## src/rtl/program_loader_pkg.sv

```systemverilog
// Shared widths and loader state encoding for the boot-time program loader.
package program_loader_pkg;

  localparam int WORD      = 32;
  localparam int HALF_WORD = 16;

  typedef enum logic [2:0] {
    LD_LEN_LO,
    LD_LEN_HI,
    LD_DATA_LO,
    LD_DATA_HI,
    LD_CHECK,
    LD_DONE,
    LD_ERROR
  } loader_state_t;

  function automatic logic accepts_bytes(input loader_state_t s);
    return (s == LD_LEN_LO) || (s == LD_LEN_HI) || (s == LD_DATA_LO) ||
           (s == LD_DATA_HI) || (s == LD_CHECK);
  endfunction

endpackage

```

## src/rtl/program_loader.sv

```systemverilog
// Byte-stream boot loader: writes little-endian half-words into program memory and
// holds the CPU in reset until the image is complete. Optional checksum: LOADER_CHECKSUM_EN.
module program_loader
  import program_loader_pkg::*;
#(
  parameter logic [WORD-1:0] BASE_ADDR      = 32'h0000_0000,
  parameter int              MAX_HALF_WORDS = 1024
) (
  input  logic                 clk_i,
  input  logic                 reset_i,
  input  logic                 byte_valid_i,
  input  logic [7:0]           byte_i,
  output logic                 byte_ready_o,
  input  logic                 reload_i,
  output logic                 program_mem_write_en_o,
  output logic [HALF_WORD-1:0] instruction_o,
  output logic [WORD-1:0]      instruction_addr_o,
  output logic                 cpu_reset_o,
  output logic                 load_done_o,
  output logic                 load_error_o
);

  localparam logic [16:0] MAX_LEN = 17'(MAX_HALF_WORDS);

`ifdef LOADER_CHECKSUM_EN
  localparam loader_state_t LD_END = LD_CHECK;
`else
  localparam loader_state_t LD_END = LD_DONE;
`endif

  loader_state_t        state_q, state_d;
  logic [15:0]          len_q, len_d;
  logic [15:0]          index_q, index_d;
  logic [7:0]           byte_q, byte_d;   // holds LEN_LO, then each payload low byte
  logic                 we_q, we_d;
  logic [HALF_WORD-1:0] instr_q, instr_d;
  logic [WORD-1:0]      addr_q, addr_d;
`ifdef LOADER_CHECKSUM_EN
  logic [7:0]           csum_q, csum_d;
`endif

  logic        accept;
  logic [15:0] len_in;
  logic        rearm;

  assign accept = byte_valid_i && byte_ready_o;
  assign len_in = {byte_i, byte_q};
  assign rearm  = ((state_q == LD_DONE) || (state_q == LD_ERROR)) && reload_i;

  // NOTE: sequential state uses non-blocking assignments so every register samples
  // pre-edge values regardless of process ordering.
  always_ff @(posedge clk_i) begin
    if (!reset_i) begin
      state_q <= LD_LEN_LO;
    end else begin
      state_q <= state_d;
    end
  end

  // NOTE: every combinational output gets a default first so no path infers a latch.
  always_comb begin
    state_d = state_q;
    case (state_q)
      LD_LEN_LO:  if (accept) state_d = LD_LEN_HI;
      LD_LEN_HI: begin
        if (accept) begin
          if ({1'b0, len_in} > MAX_LEN) state_d = LD_ERROR;
          else if (len_in == 16'd0)     state_d = LD_END;
          else                          state_d = LD_DATA_LO;
        end
      end
      LD_DATA_LO: if (accept) state_d = LD_DATA_HI;
      LD_DATA_HI: begin
        if (accept) state_d = (16'(index_q + 16'd1) == len_q) ? LD_END : LD_DATA_LO;
      end
`ifdef LOADER_CHECKSUM_EN
      LD_CHECK:   if (accept) state_d = (byte_i == csum_q) ? LD_DONE : LD_ERROR;
`endif
      LD_DONE, LD_ERROR: if (reload_i) state_d = LD_LEN_LO;
      default:    state_d = LD_LEN_LO;
    endcase
  end

  // The CPU is released only once the final strobe has retired, so its first fetch
  // can never race the last instruction write.
  always_comb begin
    byte_ready_o = 1'b0;
    cpu_reset_o  = 1'b0;
    load_done_o  = 1'b0;
    load_error_o = 1'b0;
    if (reset_i) begin
      byte_ready_o = accepts_bytes(state_q);
      cpu_reset_o  = (state_q == LD_DONE) && !we_q;
      load_done_o  = (state_q == LD_DONE) && !we_q;
      load_error_o = (state_q == LD_ERROR);
    end
  end

  always_comb begin
    len_d   = len_q;
    index_d = index_q;
    byte_d  = byte_q;
    we_d    = 1'b0;
    instr_d = instr_q;
    addr_d  = addr_q;
`ifdef LOADER_CHECKSUM_EN
    csum_d  = csum_q;
`endif
    if (accept) begin
      case (state_q)
        LD_LEN_LO: byte_d = byte_i;
        LD_LEN_HI: len_d  = len_in;
        LD_DATA_LO: begin
          byte_d = byte_i;
`ifdef LOADER_CHECKSUM_EN
          csum_d = csum_q ^ byte_i;
`endif
        end
        LD_DATA_HI: begin
          we_d    = 1'b1;
          instr_d = {byte_i, byte_q};
          addr_d  = BASE_ADDR + WORD'({index_q, 1'b0});
          index_d = index_q + 16'd1;
`ifdef LOADER_CHECKSUM_EN
          csum_d  = csum_q ^ byte_i;
`endif
        end
        default: ;
      endcase
    end
    if (rearm) begin
      index_d = 16'd0;
`ifdef LOADER_CHECKSUM_EN
      csum_d  = 8'd0;
`endif
    end
  end

  always_ff @(posedge clk_i) begin
    if (!reset_i) begin
      len_q   <= 16'd0;
      index_q <= 16'd0;
      byte_q  <= 8'd0;
      we_q    <= 1'b0;
      instr_q <= '0;
      addr_q  <= '0;
`ifdef LOADER_CHECKSUM_EN
      csum_q  <= 8'd0;
`endif
    end else begin
      len_q   <= len_d;
      index_q <= index_d;
      byte_q  <= byte_d;
      we_q    <= we_d;
      instr_q <= instr_d;
      addr_q  <= addr_d;
`ifdef LOADER_CHECKSUM_EN
      csum_q  <= csum_d;
`endif
    end
  end

  assign program_mem_write_en_o = we_q;
  assign instruction_o          = instr_q;
  assign instruction_addr_o     = addr_q;

endmodule

```

## config.mk

```make
export PLATFORM = sky130hd
export DESIGN_NAME = program_loader
export DESIGN_NICKNAME = d
export VERILOG_FILES = /design/src/rtl/program_loader_pkg.sv /design/src/rtl/program_loader.sv
export SDC_FILE = /design/constraint.sdc
export NUM_CORES = 1
export LEC_CHECK = 0
export CELL_PAD_IN_SITES_DETAIL_PLACEMENT = 1
export CELL_PAD_IN_SITES_GLOBAL_PLACEMENT = 1
export CORE_AREA = 2 2 142 75
export DETAILED_ROUTE_END_ITERATION = 7
export DIE_AREA = 0 0 144 77
export PLACE_DENSITY = 0.82
export SLEW_MARGIN = 40
export SYNTH_ARGS = -nofsm -noshare
export SYNTH_HDL_FRONTEND = slang
export SYNTH_SLANG_ARGS = --single-unit
```

## constraint.sdc

```tcl
create_clock -name clk_i -period 2.5 [get_ports clk_i]
set_input_delay 0.5 -clock clk_i [delete_from_list [all_inputs] [get_ports clk_i]]
set_output_delay 0.5 -clock clk_i [all_outputs]
set_load 0.02 [all_outputs]
```

==> out/results.ini, run 1 <==
[status]
outcome = finished clean

[timing]
timing_max_transition_violations_final = 0
fin_hold_ws_ps = 469.4
setup-violations-final = 0
layout_min_cycle_time_ps = 2394
setup_slack_ps = 106.2
fmax_mhz = 417.7
fin_skew_ps = 6.226
max_slew.worst_pin.slew_ps = 665.7
max_slew_margin_vs_limit_pct = 55.46
grt_setup_unrepaired = no
final_hold_viol_count = 0
finalCritPeriodShare_pct = 95.75
setup-tns-final_ps = 0

[final_layout]
nets = 512
final_core_util_pct = 47.72
regArea_um2 = 1523
areaGrowthSynthToFinish_pct = 25.38
final_common_cell = sky130_fd_sc_hd__nand2_1
multi_input_gate_area_in_the_final_layout_um2 = 1994
drive_above_1_share_pct = 10.91
layout.filler_cells = 1187
finalNonFillerCells = 644
n_antenna_cell = 0
most-common-layout-cells = sky130_fd_sc_hd__nand2_1 (95), sky130_fd_sc_hd__dfxtp_1 (75), sky130_fd_sc_hd__clkdlybuf4s50_1 (46)

[clock_network]
clock_tree.buffer_depth = 2
cts-root-buf = sky130_fd_sc_hd__clkbuf_16
cts_buffers = 9
tritoncts = built
cts_max_level = 3
clock_sink_count = 76
worst_skew_pair.late_latency_ps = 350
clock_pin_slew_of_the_registers_on_the_worst_case_setup_and_hold_paths_ps = 60

[power]
power_per_cell_area_nw_per_um2 = 587.5
pwr-share-clk_pct = 48.1
part_of_the_power_in_combinational_logic_pct = 6.7
power.share.switching_pct = 23.79
switching_power_mw = 0.6572
irDropWorstVdd_v = 0.0003766
static-leakage-power_nw = 1.661
sequentialPowerShare_pct = 45.3
p_int_mw = 2.106

[setup_path]
critPathCaptureType = primary output
r2r_slack_ps = 170
worstPathMaxFanout = 2
worst-endpoint-required_ps = 2000
startpoint_type = input port
critPathArrivalTime_ps = 1890
worst_r2r_path_depth = 6
r2r-end = state_q[1]
worst-setup-path-type = input port to primary output
regToRegStartpoint = index_q[2]

[global_routing]
grt.overflow.total = 0
wire_length_of_the_first_global_routing_pass_um = 17590
grt_pass1_vias = 3344
grtUsageTotal_pct = 20.76
global_route.usage.met2_pct = 31.81
grt_max_degree = 62
globalRouteMet1Util_pct = 28.71
grt.busiest_layer = met2
grt_util_met3_pct = 5.434
antenna_found_initial = 0

[drt]
finalWirelength_um = 10850
post_drt_via_cell_ratio = 5.002
drt_pre_antenna_iters = 4
detailroute.via_count = 3221
drc_violations = 0
drtIter0Drc = 214
wl_per_cell_um = 16.85
number_of_routed_nets_with_antenna_violations = 0

[placed_design]
place.port_buffers = 48
post-dp-hpwl_um = 7857
post-place-ws_ps = 46.58
gp_congestion = 0.8599
place.detailed.instances = 626

[die]
die_width_um = 144
design.portCount = 65
initial_standard_cell_utilization_of_the_core_pct = 38.06
placementRows = 26
design.core.area_um2 = 9857
fp.dieArea_um2 = 11090
die-height_um = 77

[yosys]
synth_warn = 0
synth.yosys.seq_area_share_pct = 40.56
synth-edff-count = 0
async_flop_share_pct = 0
synth-main-ff-cell = sky130_fd_sc_hd__dfxtp_1
synth.ff_latch_count = 76
avgSynthCellArea_um2 = 8.429
synth_area_um2 = 3751
synthesized_netlist_cell_count = 445
synth_cell_types = 49

[hold_path]
hold_path_startpoint = instruction_o[8]
worstHoldPathType = flop to flop
timing.hold.worst_path_depth = 2
whs_endpoint = instruction_o[8]

[flow_run]
max_capacitance_violation_total = 0

==> through the flow <==
stage               cell area, um2  total power [mW]
global placement              4368             1.449
floorplan                     3807             1.406
finish                        4703             2.763
CTS                           4673             2.790
global route                  4703             2.863
detailed placement            4368             1.457
==> flip-flops by register name, indices dropped and copies added (netlist names) <==
name,cells
byte_q,8
index_q,16
instruction_addr_o,16
instruction_o,16
len_q,16
program_mem_write_en_o,1
state_q,3
==> logic make-up after synthesis <==
family	synth area share, %
and+or+nand+nor	23.85
DFF	40.56
AOI/OAI and AO/OA	14.38
buffers and inverters	8.039
xor gates and xnor gates	7.939
muxes	4.803
adders and majority gates	0.3335
other	0.09997
==> how the worst max path moves through the flow <==
stage	start	to	slack [ps]	cells after the start
final	reset_i	load_error_o	110	4
after global routing	index_q[0]	state_q[1]	30	8
after CTS	reset_i	load_done_o	30	4
after detailed placement	reset_i	load_done_o	50	4
after global placement	reset_i	cpu_reset_o	80	4
after floorplan	reset_i	load_done_o	270	5
==> timing repair <==
item | 4_1_cts | 5_1_grt
buffers inserted | 0 | 2
hold buffers | 0 | 0
gates resized for setup | 1 | 4
endpoints found under the setup margin | 2 | 5
==> final cells by class <==
cell class	instances	share of cell area, %
Clock buffer	11	5.161
Multi-Input combinational cell	333	42.40
Tap cell	140	3.724
Timing Repair Buffer	76	14.79
Inverter	3	0.2394
Sequential cell	76	32.38
Clock inverter	5	1.304
==> synth_stat cells (4+ instances only) <==
library cell / instances / share of area (%)
sky130_fd_sc_hd__nor4_1: 5 / 0.83
sky130_fd_sc_hd__o21ai_0: 8 / 1.1
sky130_fd_sc_hd__clkbuf_1: 13 / 1.3
sky130_fd_sc_hd__nand3_1: 8 / 1.1
sky130_fd_sc_hd__nor2b_1: 18 / 3.0
sky130_fd_sc_hd__nand4_1: 4 / 0.67
sky130_fd_sc_hd__dfxtp_1: 76 / 41
sky130_fd_sc_hd__a21oi_1: 8 / 1.1
sky130_fd_sc_hd__xnor2_1: 19 / 4.4
sky130_fd_sc_hd__mux2i_1: 18 / 4.8
sky130_fd_sc_hd__buf_2: 12 / 1.6
sky130_fd_sc_hd__nand2_1: 95 / 9.5
sky130_fd_sc_hd__buf_4: 19 / 3.8
sky130_fd_sc_hd__a21boi_0: 40 / 8.0
sky130_fd_sc_hd__nor2_1: 33 / 3.3
sky130_fd_sc_hd__nor3_1: 5 / 0.67
sky130_fd_sc_hd__xor2_1: 15 / 3.5
==> layer usage <==
layer  vias up  share of wire (%)  wire length [um]
met2        69                 44              4784
met5         -                  0                 0
met1      1585                 49              5303
li1       1555                  -                 -
met3        12                5.8               634
met4         0                1.2               132
==> power groups by stage <==
stage | Combinational, mW | Clock [mW] | Sequential [mW]
2_1_floorplan | 0.143 | 0 | 1.26
3_3_place_gp | 0.173 | 0 | 1.28
3_5_place_dp | 0.180 | 0 | 1.28
4_1_cts | 0.182 | 1.36 | 1.25
5_1_grt | 0.198 | 1.41 | 1.25
6_report | 0.184 | 1.33 | 1.25
==> worst max-delay path, stage by stage <==
cell,delay [ps]
sky130_fd_sc_hd__clkdlybuf4s50_1,470
sky130_fd_sc_hd__nand2_1,70
sky130_fd_sc_hd__nor3b_1,210
sky130_fd_sc_hd__clkdlybuf4s50_1,640
(Power assumes the default switching activity.)
==> run 2, diff against run 1 <==
--- a/config.mk
+++ b/config.mk
@@ -7,10 +7,10 @@
 export LEC_CHECK = 0
 export CELL_PAD_IN_SITES_DETAIL_PLACEMENT = 1
 export CELL_PAD_IN_SITES_GLOBAL_PLACEMENT = 1
-export CORE_AREA = 2 2 142 75
+export CORE_AREA = 2 2 148 78
 export DETAILED_ROUTE_END_ITERATION = 7
-export DIE_AREA = 0 0 144 77
-export PLACE_DENSITY = 0.82
+export DIE_AREA = 0 0 150 80
+export PLACE_DENSITY = 0.79
 export SLEW_MARGIN = 40
 export SYNTH_ARGS = -nofsm -noshare
 export SYNTH_HDL_FRONTEND = slang
==> constraint.sdc (replaced) <==
create_clock -name clk_i -period 2.1 [get_ports clk_i]
set_input_delay 0.42 -clock clk_i [delete_from_list [all_inputs] [get_ports clk_i]]
set_output_delay 0.42 -clock clk_i [all_outputs]
set_load 0.02 [all_outputs]
==> run 2 against run 1 <==
Worst hold slack worse by 3.9 ps. Critical path depth is 4 higher. Die area is 8.2% higher. Flip-flop and latch count stayed put. Clock power is 27% higher. Global-route usage is 0.92 points lower. Sequential power is 18% higher. Via count is 1.9% higher. Worst setup slack worse by 61 ps. First-iteration DRC count is 2.8% lower. Critical endpoint is now state_q[2]. Final area is 8.2% higher.
==> out/results.ini, run 2 (same netlist as run 1, synthesis figures left out) <==
[final_layout]
areaGrowthSynthToFinish_pct = 35.66
final_common_cell = sky130_fd_sc_hd__nand2_1
n_antenna_cell = 0
post-route-cell-area_um2 = 5089
drive_above_1_share_pct = 21.04
nets = 545
most-common-layout-cells = sky130_fd_sc_hd__nand2_1 (95), sky130_fd_sc_hd__dfxtp_1 (67), sky130_fd_sc_hd__buf_4 (59)

[timing]
max_slew_margin_vs_limit_pct = 61.76
fin_hold_ws_ps = 465.5
final_hold_viol_count = 0
setup-tns-final_ps = 0
fmax_mhz = 486.6
max_slew.worst_pin.slew_ps = 568.3
setup-violations-final = 0
setup_slack_ps = 44.79
layout_min_cycle_time_ps = 2055
finalCritPeriodShare_pct = 97.87
timing_max_transition_violations_final = 0
fin_skew_ps = 6.230
grt_setup_unrepaired = yes

[power]
static-leakage-power_nw = 1.822
report.power.total_mw = 3.418
irDropWorstVdd_v = 0.0003673
power_per_cell_area_nw_per_um2 = 671.7

[drt]
number_of_routed_nets_with_antenna_violations = 0
wl_per_cell_um = 16.77
drtIter0Drc = 208
drt_pre_antenna_iters = 5
post_drt_via_cell_ratio = 4.814
drc_violations = 0
finalWirelength_um = 11440
detailroute.via_count = 3283

[global_routing]
grt_max_degree = 53
grtUsageTotal_pct = 19.83
grt_pass1_vias = 3361
wire_length_of_the_first_global_routing_pass_um = 18120
grt.overflow.total = 0
antenna_found_initial = 0

[flow_run]
max_capacitance_violation_total = 0

[placed_design]
post-place-ws_ps = -308.8
dpl_cell_area_um2 = 4627
post-dp-hpwl_um = 8325
place.port_buffers = 48
gp_congestion = 0.8918

[clock_network]
holdBufCountCts = 0
clock_pin_slew_of_the_registers_on_the_worst_case_setup_and_hold_paths_ps = 60
cts_buffers = 9
cts-root-buf = sky130_fd_sc_hd__clkbuf_16
worst_skew_pair.late_latency_ps = 340
clock_sink_count = 76
clock_tree.buffer_depth = 2
cts_max_level = 3
tritoncts = built

[setup_path]
max_stage_delay_ps = 410
cell_chain_critical_path = ha_4 -> nand4_1 -> buf_6 -> o41a_1 -> a211oi_2 -> o2111ai_2 -> buf_4 -> a21oi_1
critPathArrivalTime_ps = 2330
worst-endpoint-required_ps = 2370
worstPathMaxFanout = 6
critPathCaptureType = flop
startpoint_type = flop
worst-setup-path-type = flop to flop
path_delay_family = compound AO/OA/AOI/OAI gates
path_buf_inv = 2
slowest_stage = sky130_fd_sc_hd__o41a_1

[die]
fp.dieArea_um2 = 12000
placementRows = 27
design.portCount = 65
die-height_um = 80
initial_standard_cell_utilization_of_the_core_pct = 35.14
design.core.area_um2 = 10680
die_width_um = 150

[status]
outcome = finished clean

[hold_path]
worstHoldPathType = flop to flop

## run 2: cell types whose count changed in the layout (fill, tap and decap cells not counted), sizes merged, moves of 2 or more
cell / previous run / this run
buf: 28 / 61
clkbuf: 11 / 13
clkdlybuf4s50: 46 / 44
clkinv: 1 / 4
clkinvlp: 3 / 1
dlymetal6s2s: 2 / 0
## run 2: final timing paths
kind / startpoint / endpoint / slack, ps / depth (start not counted)
max: index_q[0] / state_q[2] / 40 / 8
min: instruction_o[2] / instruction_o[2] / 470 / 2
min reg2reg: instruction_o[2] / instruction_o[2] / 470 / 2
max reg2reg: index_q[0] / state_q[2] / 40 / 8
## run 2: power breakdown
part / internal [mW] / leakage [nW] / switching, mW
clock: 1.07 / 0.162 / 0.622
sequential: 1.46 / 0.619 / 0.0218
combinational: 0.106 / 1.04 / 0.140
## run 2: per-layer routing
layer / GRT usage, % / part of all wire [%]
met5: 0 / 0
met2: 30.23 / 43
met4: 3.396 / 0.72
met1: 28.43 / 52
met3: 5.086 / 4.5
## run 2: tightest hold or removal path, delay by kind of cell, from the launching register on
family | cells | cell delay [ps]
flops | 1 | 310
compound gates | 1 | 60
simple gates | 1 | 50
## run 2: area by class of cell
class,count,area (um2)
Clock buffer,10,239.0
Clock inverter,6,87.58
Tap cell,145,181.4
Sequential cell,76,1540
Timing Repair Buffer,109,938.4
Fill cell,1263,5587
Inverter,3,15.01
Multi-Input combinational cell,333,2087
## run 2: timing repair
action	in CTS	in global routing
endpoints found under the setup margin	7	13
cloned	0	0
resized for setup	15	31
pin swaps	4	5
setup buffers	2	1
## run 2: per-stage QoR
step	std cells	util, %
global route	682	47.67
global placement	663	43.34
floorplan	460	-
finish	682	47.67
detailed placement	663	43.34
CTS	681	46.85
